**config.mk**
```make
export PLATFORM = sky130hd
export DESIGN_NAME = dispensador_notas
export DESIGN_NICKNAME = d
export VERILOG_FILES = /design/src/rtl/dispensador_pkg.sv /design/src/rtl/dispensador_notas_temporizador.sv /design/src/rtl/dispensador_notas.sv
export SDC_FILE = /design/constraint.sdc
export NUM_CORES = 1
export LEC_CHECK = 0
export CORE_MARGIN = 1.5
export CORE_UTILIZATION = 51
export CTS_CLUSTER_DIAMETER = 50
export DETAILED_ROUTE_END_ITERATION = 6
export PLACE_DENSITY = 0.77
export SYNTH_ARGS = -nofsm -noshare
export SYNTH_HDL_FRONTEND = slang
export SYNTH_SLANG_ARGS = --single-unit
```
**constraint.sdc**
```tcl
create_clock -name clk -period 2.7 [get_ports clk]
set_clock_uncertainty 0.15 [all_clocks]
set_input_delay 0.54 -clock clk [delete_from_list [all_inputs] [get_ports clk]]
set_output_delay 0.54 -clock clk [all_outputs]
set_load 0.01 [all_outputs]
```
**src/rtl/dispensador_pkg.sv**
```systemverilog
// Shared constants, state encodings and sizing helpers for the note/card dispenser.
package dispensador_pkg;

  localparam int PAG_W            = 4;
  localparam int NOTE_CYCLES_DEF  = 8;
  localparam int JAM_CYCLES_DEF   = 32;
  localparam int CARD_CYCLES_DEF  = 16;

  localparam int STATE_W = 3;
  typedef logic [STATE_W-1:0] state_t;

  localparam state_t ST_IDLE        = 3'd0;
  localparam state_t ST_FEED        = 3'd1;
  localparam state_t ST_WAIT_SENSOR = 3'd2;
  localparam state_t ST_DONE        = 3'd3;
  localparam state_t ST_CARD        = 3'd4;
  localparam state_t ST_JAM         = 3'd5;

  function automatic int max3(input int a, input int b, input int c);
    int m;
    m = a;
    if (b > m) m = b;
    if (c > m) m = c;
    return m;
  endfunction

  // The timer is loaded with (cycles - 1), so it only needs to hold max-1.
  function automatic int timer_width(input int a, input int b, input int c);
    int m;
    m = max3(a, b, c);
    return (m < 2) ? 1 : $clog2(m);
  endfunction

endpackage

```
**src/rtl/dispensador_notas_temporizador.sv**
```systemverilog
// Loadable down-counter with a zero flag; load wins over decrement, stops at zero.
module temporizador_descendente #(
  parameter int W = 5
) (
  input  logic         clk,
  input  logic         rst_n,
  input  logic         load_i,
  input  logic [W-1:0] load_val_i,
  input  logic         dec_i,
  output logic         zero_o
);

  logic [W-1:0] count_q;
  logic [W-1:0] count_d;

  always_comb begin
    count_d = count_q;
    if (load_i) begin
      count_d = load_val_i;
    end else if (dec_i && (count_q != '0)) begin
      count_d = count_q - W'(1);
    end
  end

  always_ff @(posedge clk) begin
    if (!rst_n) begin
      count_q <= '0;
    end else begin
      count_q <= count_d;
    end
  end

  assign zero_o = (count_q == '0);

endmodule

```
**src/rtl/dispensador_notas.sv**
```systemverilog
// Note-feed and card-eject actuator: dispenses a requested note count one note at a
// time with exit-sensor confirmation, services card return/retain, flags jams.
module dispensador_notas
  import dispensador_pkg::*;
#(
  parameter int NOTE_CYCLES = NOTE_CYCLES_DEF,
  parameter int JAM_CYCLES  = JAM_CYCLES_DEF,
  parameter int CARD_CYCLES = CARD_CYCLES_DEF
) (
  input  logic             clk,
  input  logic             rst_n,
  input  logic [PAG_W-1:0] pag,
  input  logic             pagValid,
  output logic             pagReady,
  input  logic             ejetaTentativa,
  input  logic             ejetaTempo,
  input  logic             notaSensor,
  output logic             notaMotor,
  output logic             cartaoEjeta,
  output logic             cartaoRetido,
  output logic [PAG_W-1:0] dispensado,
  output logic             done,
  output logic             erroJam
);

  localparam int TW = timer_width(NOTE_CYCLES, JAM_CYCLES, CARD_CYCLES);
  localparam logic [TW-1:0] NOTE_LOAD = TW'(NOTE_CYCLES - 1);
  localparam logic [TW-1:0] JAM_LOAD  = TW'(JAM_CYCLES - 1);
  localparam logic [TW-1:0] CARD_LOAD = TW'(CARD_CYCLES - 1);

  state_t             state_q,    state_d;
  logic [PAG_W-1:0]   restante_q, restante_d;
  logic [PAG_W-1:0]   disp_q,     disp_d;
  logic               retido_q,   retido_d;
  logic               pend_ret_q, pend_ret_d;
  logic               pend_tmp_q, pend_tmp_d;

  logic               tmr_load;
  logic [TW-1:0]      tmr_val;
  logic               tmr_dec;
  logic               tmr_zero;
  logic               card_req;

  temporizador_descendente #(.W(TW)) u_tmr (
    .clk        (clk),
    .rst_n      (rst_n),
    .load_i     (tmr_load),
    .load_val_i (tmr_val),
    .dec_i      (tmr_dec),
    .zero_o     (tmr_zero)
  );

  // A request still on the inputs this cycle counts as pending, so IDLE reacts at once.
  assign card_req = pend_ret_q | pend_tmp_q | ejetaTentativa | ejetaTempo;

  always_comb begin
    state_d    = state_q;
    restante_d = restante_q;
    disp_d     = disp_q;
    retido_d   = retido_q;
    pend_ret_d = pend_ret_q;
    pend_tmp_d = pend_tmp_q;
    tmr_load   = 1'b0;
    tmr_val    = '0;
    tmr_dec    = 1'b0;

    if (state_q != ST_JAM) begin
      pend_ret_d = pend_ret_q | ejetaTentativa;
      pend_tmp_d = pend_tmp_q | ejetaTempo;
    end

    case (state_q)
      ST_IDLE: begin
        if (card_req) begin
          state_d  = ST_CARD;
          retido_d = pend_ret_q | ejetaTentativa;
          tmr_load = 1'b1;
          tmr_val  = CARD_LOAD;
        end else if (pagValid) begin
          restante_d = pag;
          disp_d     = '0;
          if (pag != '0) begin
            state_d  = ST_FEED;
            tmr_load = 1'b1;
            tmr_val  = NOTE_LOAD;
          end else begin
            state_d = ST_DONE;
          end
        end
      end

      ST_FEED: begin
        if (tmr_zero) begin
          state_d  = ST_WAIT_SENSOR;
          tmr_load = 1'b1;
          tmr_val  = JAM_LOAD;
        end else begin
          tmr_dec = 1'b1;
        end
      end

      ST_WAIT_SENSOR: begin
        // Leaving the state on the first pulse guarantees one credit per visit.
        if (notaSensor) begin
          disp_d     = disp_q + PAG_W'(1);
          restante_d = restante_q - PAG_W'(1);
          if (restante_q == PAG_W'(1)) begin
            state_d = ST_DONE;
          end else begin
            state_d  = ST_FEED;
            tmr_load = 1'b1;
            tmr_val  = NOTE_LOAD;
          end
        end else if (tmr_zero) begin
          state_d = ST_JAM;
        end else begin
          tmr_dec = 1'b1;
        end
      end

      ST_DONE: begin
        state_d = ST_IDLE;
      end

      ST_CARD: begin
        if (tmr_zero) begin
          state_d    = ST_IDLE;
          pend_ret_d = 1'b0;
          pend_tmp_d = 1'b0;
        end else begin
          tmr_dec = 1'b1;
        end
      end

      ST_JAM: begin
        state_d = ST_JAM;
      end

      default: begin
        state_d = ST_IDLE;
      end
    endcase
  end

  always_ff @(posedge clk) begin
    if (!rst_n) begin
      state_q    <= ST_IDLE;
      restante_q <= '0;
      disp_q     <= '0;
      retido_q   <= 1'b0;
      pend_ret_q <= 1'b0;
      pend_tmp_q <= 1'b0;
    end else begin
      state_q    <= state_d;
      restante_q <= restante_d;
      disp_q     <= disp_d;
      retido_q   <= retido_d;
      pend_ret_q <= pend_ret_d;
      pend_tmp_q <= pend_tmp_d;
    end
  end

  assign pagReady     = (state_q == ST_IDLE) && !card_req;
  assign notaMotor    = (state_q == ST_FEED);
  assign cartaoEjeta  = (state_q == ST_CARD) && !retido_q;
  assign cartaoRetido = (state_q == ST_CARD) &&  retido_q;
  assign done         = (state_q == ST_DONE);
  assign erroJam      = (state_q == ST_JAM);
  assign dispensado   = disp_q;

endmodule

```
==> flow_metrics.py <==
metrics = {
    "detailed_routing": {
        "wl_microns": 2780,
        "drt-initial-drc-count": 27,
        "drc": 0,
        "drt-vias-per-instance": 5.82,
        "route.antenna.remaining_nets": 0,
        "drtPass1Iterations": 4,
        "route.detailed.wl_per_inst_microns": 14.1,
        "vias": 1146,
    },
    "sta": {
        "period_minus_slack_ns": 2.53,
        "max_slew.worst_pin.slew_ns": 0.666,
        "timing.final.crit_share": 0.939,
        "setup_viol": 0,
        "relSlewSlack": 0.549,
        "maxSlewViolCount": 0,
        "fmax_ghz": 0.395,
        "rsz0062_at_grt": "no",
        "fin_ws_ns": 0.165,
        "finalHoldViolations": 0,
        "setup_tns_ns": 0,
    },
    "die": {
        "coreArea_sq_mm": 0.00217,
        "die_w_microns": 50.5,
        "initial_utilization": 0.531,
        "io_pins": 20,
        "fp.dieH_microns": 50.5,
        "die_area_sq_mm": 0.00255,
        "rows": 17,
    },
    "logic_synthesis": {
        "synth.largest_area_cell": "dfxtp_1",
        "syn_area_per_cell_sq_um": 8.16,
        "synth_area_leaders": "dfxtp_1 (33%), ha_1 (4.3%), nor2_1 (4.2%)",
        "synth_seq_area_share": 0.330,
        "syn-num-nets": 155,
        "syn_inst": 141,
        "synth.distinct_cells": 49,
        "netlist.area_leader.share": 0.330,
        "synth_warnings": 0,
        "ys.flop_type": "dfxtp_1",
        "synth_edf_count": 0,
        "ys_ff_latch": 19,
        "syn_area_sq_mm": 0.00115,
        "synthArstFlopShare": 0,
    },
    "global_routing": {
        "antenna_found_initial": 0,
        "grt_pass1_wl_microns": 4820,
        "grt_pass1_vias": 1087,
        "groute.usage.overall": 0.242,
        "grt_max_degree": 17,
        "overflow": 0,
    },
    "clock_network": {
        "insertion_delay_ns": 0.31,
        "clockBufferDepth": 2,
        "cts_tree": "built",
        "ctsHtreeMaxLevel": 1,
        "numCtsBuffers": 3,
        "ctsHoldBuffers": 0,
        "clk_pin_slew_ns": 0.12,
        "cts_root_buf": "clkbuf_4",
        "clock-sinks": 19,
    },
    "min_path": {
        "hold_class": "register to register",
        "hold_start": "restante_q[1]$_SDFFE_PN0P_",
    },
    "setup_path": {
        "worst-path-max-fanout": 16,
        "required_ns": 2.01,
        "cp_num_buf_inv": 1,
        "slowest_stage": "dfxtp_1",
        "slowest_delay_ns": 0.61,
        "worstSetupEndpointType": "output port",
        "path_class": "register to output port",
        "start_kind": "register",
        "critPathLaunch": "state_q[0]$_SDFFE_PN0P_",
        "rr_startpoint": "u_tmr.count_q[0]$_SDFFE_PN0P_",
        "cp_top_family": "flip-flops",
        "crit_chain": "nor3b_1 > clkdlybuf4s50_1",
        "crit_arrival_ns": 1.84,
    },
    "status": {
        "status": "complete, no violations",
    },
    "power_and_ir_drop": {
        "leakage_nw": 0.599,
        "pwr-share-seq": 0.417,
        "p_per_area_mw_per_mm2": 555,
        "p_clk_frac": 0.188,
        "p_sw_mw": 0.293,
        "p_int_mw": 0.526,
        "ir_drop_mv": 0.325,
        "combPwrFrac": 0.396,
        "p_sw_frac": 0.357,
    },
    "placement": {
        "place_ws_ns": 0.0130,
        "hpwl_microns": 2090,
        "place_congestion": 0.845,
        "io_buffer_count": 19,
    },
    "flow_run": {
        "maxCapViolCount": 0,
    },
    "finish": {
        "area_delta_synth_final_pct": 28.3,
        "drive_gt1_frac": 0.148,
        "n_antenna_cell": 0,
        "fin_nets": 184,
    },
}
[cells in the final DEF (no fill, tap or decap), drive strengths merged, types with 5 or more instances in the layout]
cell	synthesis	routed
a21oi	9	9
buf	2	11
clkdlybuf4s50	0	18
dfxtp	19	19
inv	10	10
nand2	12	12
nor2	13	13
o21ai	8	8
or3	5	5
[kinds of logic (layout without fill, tap and decap cells)]
group                    after synthesis  in the layout  synth area share
buffers and inverters                 16             44            0.0533
multiplexers                           4              4            0.0359
AND/OR/NAND/NOR                       56             56             0.282
AO/OA/AOI/OAI                         41             41             0.248
flip-flops                            19             19             0.330
XOR/XNOR                               1              1           0.00761
adder cells (fa/ha/maj)                4              4            0.0435
[what timing repair did]
action | in CTS | in global routing
buffers inserted | 0 | 0
setup endpoints to repair | 0 | 2
resized for setup | 0 | 3
[state kept, by name (all words and copies together), names as in the netlist]
signal / flops
state_q: 3
pend_ret_q: 1
u_tmr.count_q: 5
pend_tmp_q: 1
dispensado: 4
restante_q: 4
retido_q: 1
[worst min-delay path: cells and delay by family, from the launching register on]
kind	cells	cell delay, ns
AND/OR/NAND/NOR	1	0.05
AO/OA/AOI/OAI	1	0.05
flip-flops	1	0.34
[synth_stat cells (2+ instances only)]
cell	instances
nor3b_1	2
dfxtp_1	19
a31oi_1	4
nor2_1	13
o211ai_1	2
o21ai_0	7
or4b_1	2
inv_1	10
nand2b_1	2
a21oi_1	9
o311ai_1	2
or3_1	5
nor2b_1	3
nand3_1	2
mux2i_1	3
and2_1	2
o32ai_1	2
nor3_1	3
nand2_1	12
and3_1	2
ha_1	4
clkbuf_1	4
[path summary, 6_finish.rpt]
check / cells after the start / to / slack, ns
setup / recovery: 2 / notaMotor / 0.17
hold / removal: 2 / restante_q[1]$_SDFFE_PN0P_ / 0.33
setup reg to reg: 7 / u_tmr.count_q[3]$_SDFFE_PN0P_ / 0.51
hold reg to reg: 2 / restante_q[1]$_SDFFE_PN0P_ / 0.33
[power by group through the flow]
stage / sequential (mW) / clock (mW) / combinational (mW)
finish: 0.341 / 0.154 / 0.324
global route: 0.346 / 0.167 / 0.355
CTS: 0.339 / 0.158 / 0.320
detailed placement: 0.346 / 0 / 0.317
global placement: 0.343 / 0 / 0.311
floorplan: 0.339 / 0 / 0.204
[metrics by stage]
step | instance area, sq um | util | instances | hold WS (ns) | total power [mW]
after floorplan | 1150 | - | 141 | 0.290 | 0.543
after global placement | 1440 | 0.661 | 193 | 0.303 | 0.654
after detailed placement | 1440 | 0.661 | 193 | 0.313 | 0.663
after CTS | 1460 | 0.674 | 197 | 0.331 | 0.818
after global routing | 1480 | 0.681 | 197 | 0.351 | 0.868
final | 1480 | 0.681 | 197 | 0.327 | 0.819
[routing by layer]
metal	part of all wire	wire (microns)	track usage
met2	0.48	1340	0.384
met3	0.039	109	0.0387
met1	0.47	1310	0.336
met4	0.0075	21	0.0766
met5	0	0	0
[cell type report]
class	instances	area [sq um]
flip-flops and latches	19	380
multi-input cells	106	721
clock inverters	1	5.00
clock buffers	3	22.5
fillers	192	693
repair buffers	30	275
inverters	10	37.5
well taps	28	35.0
No activity file was read; power rests on OpenSTA's default activity.
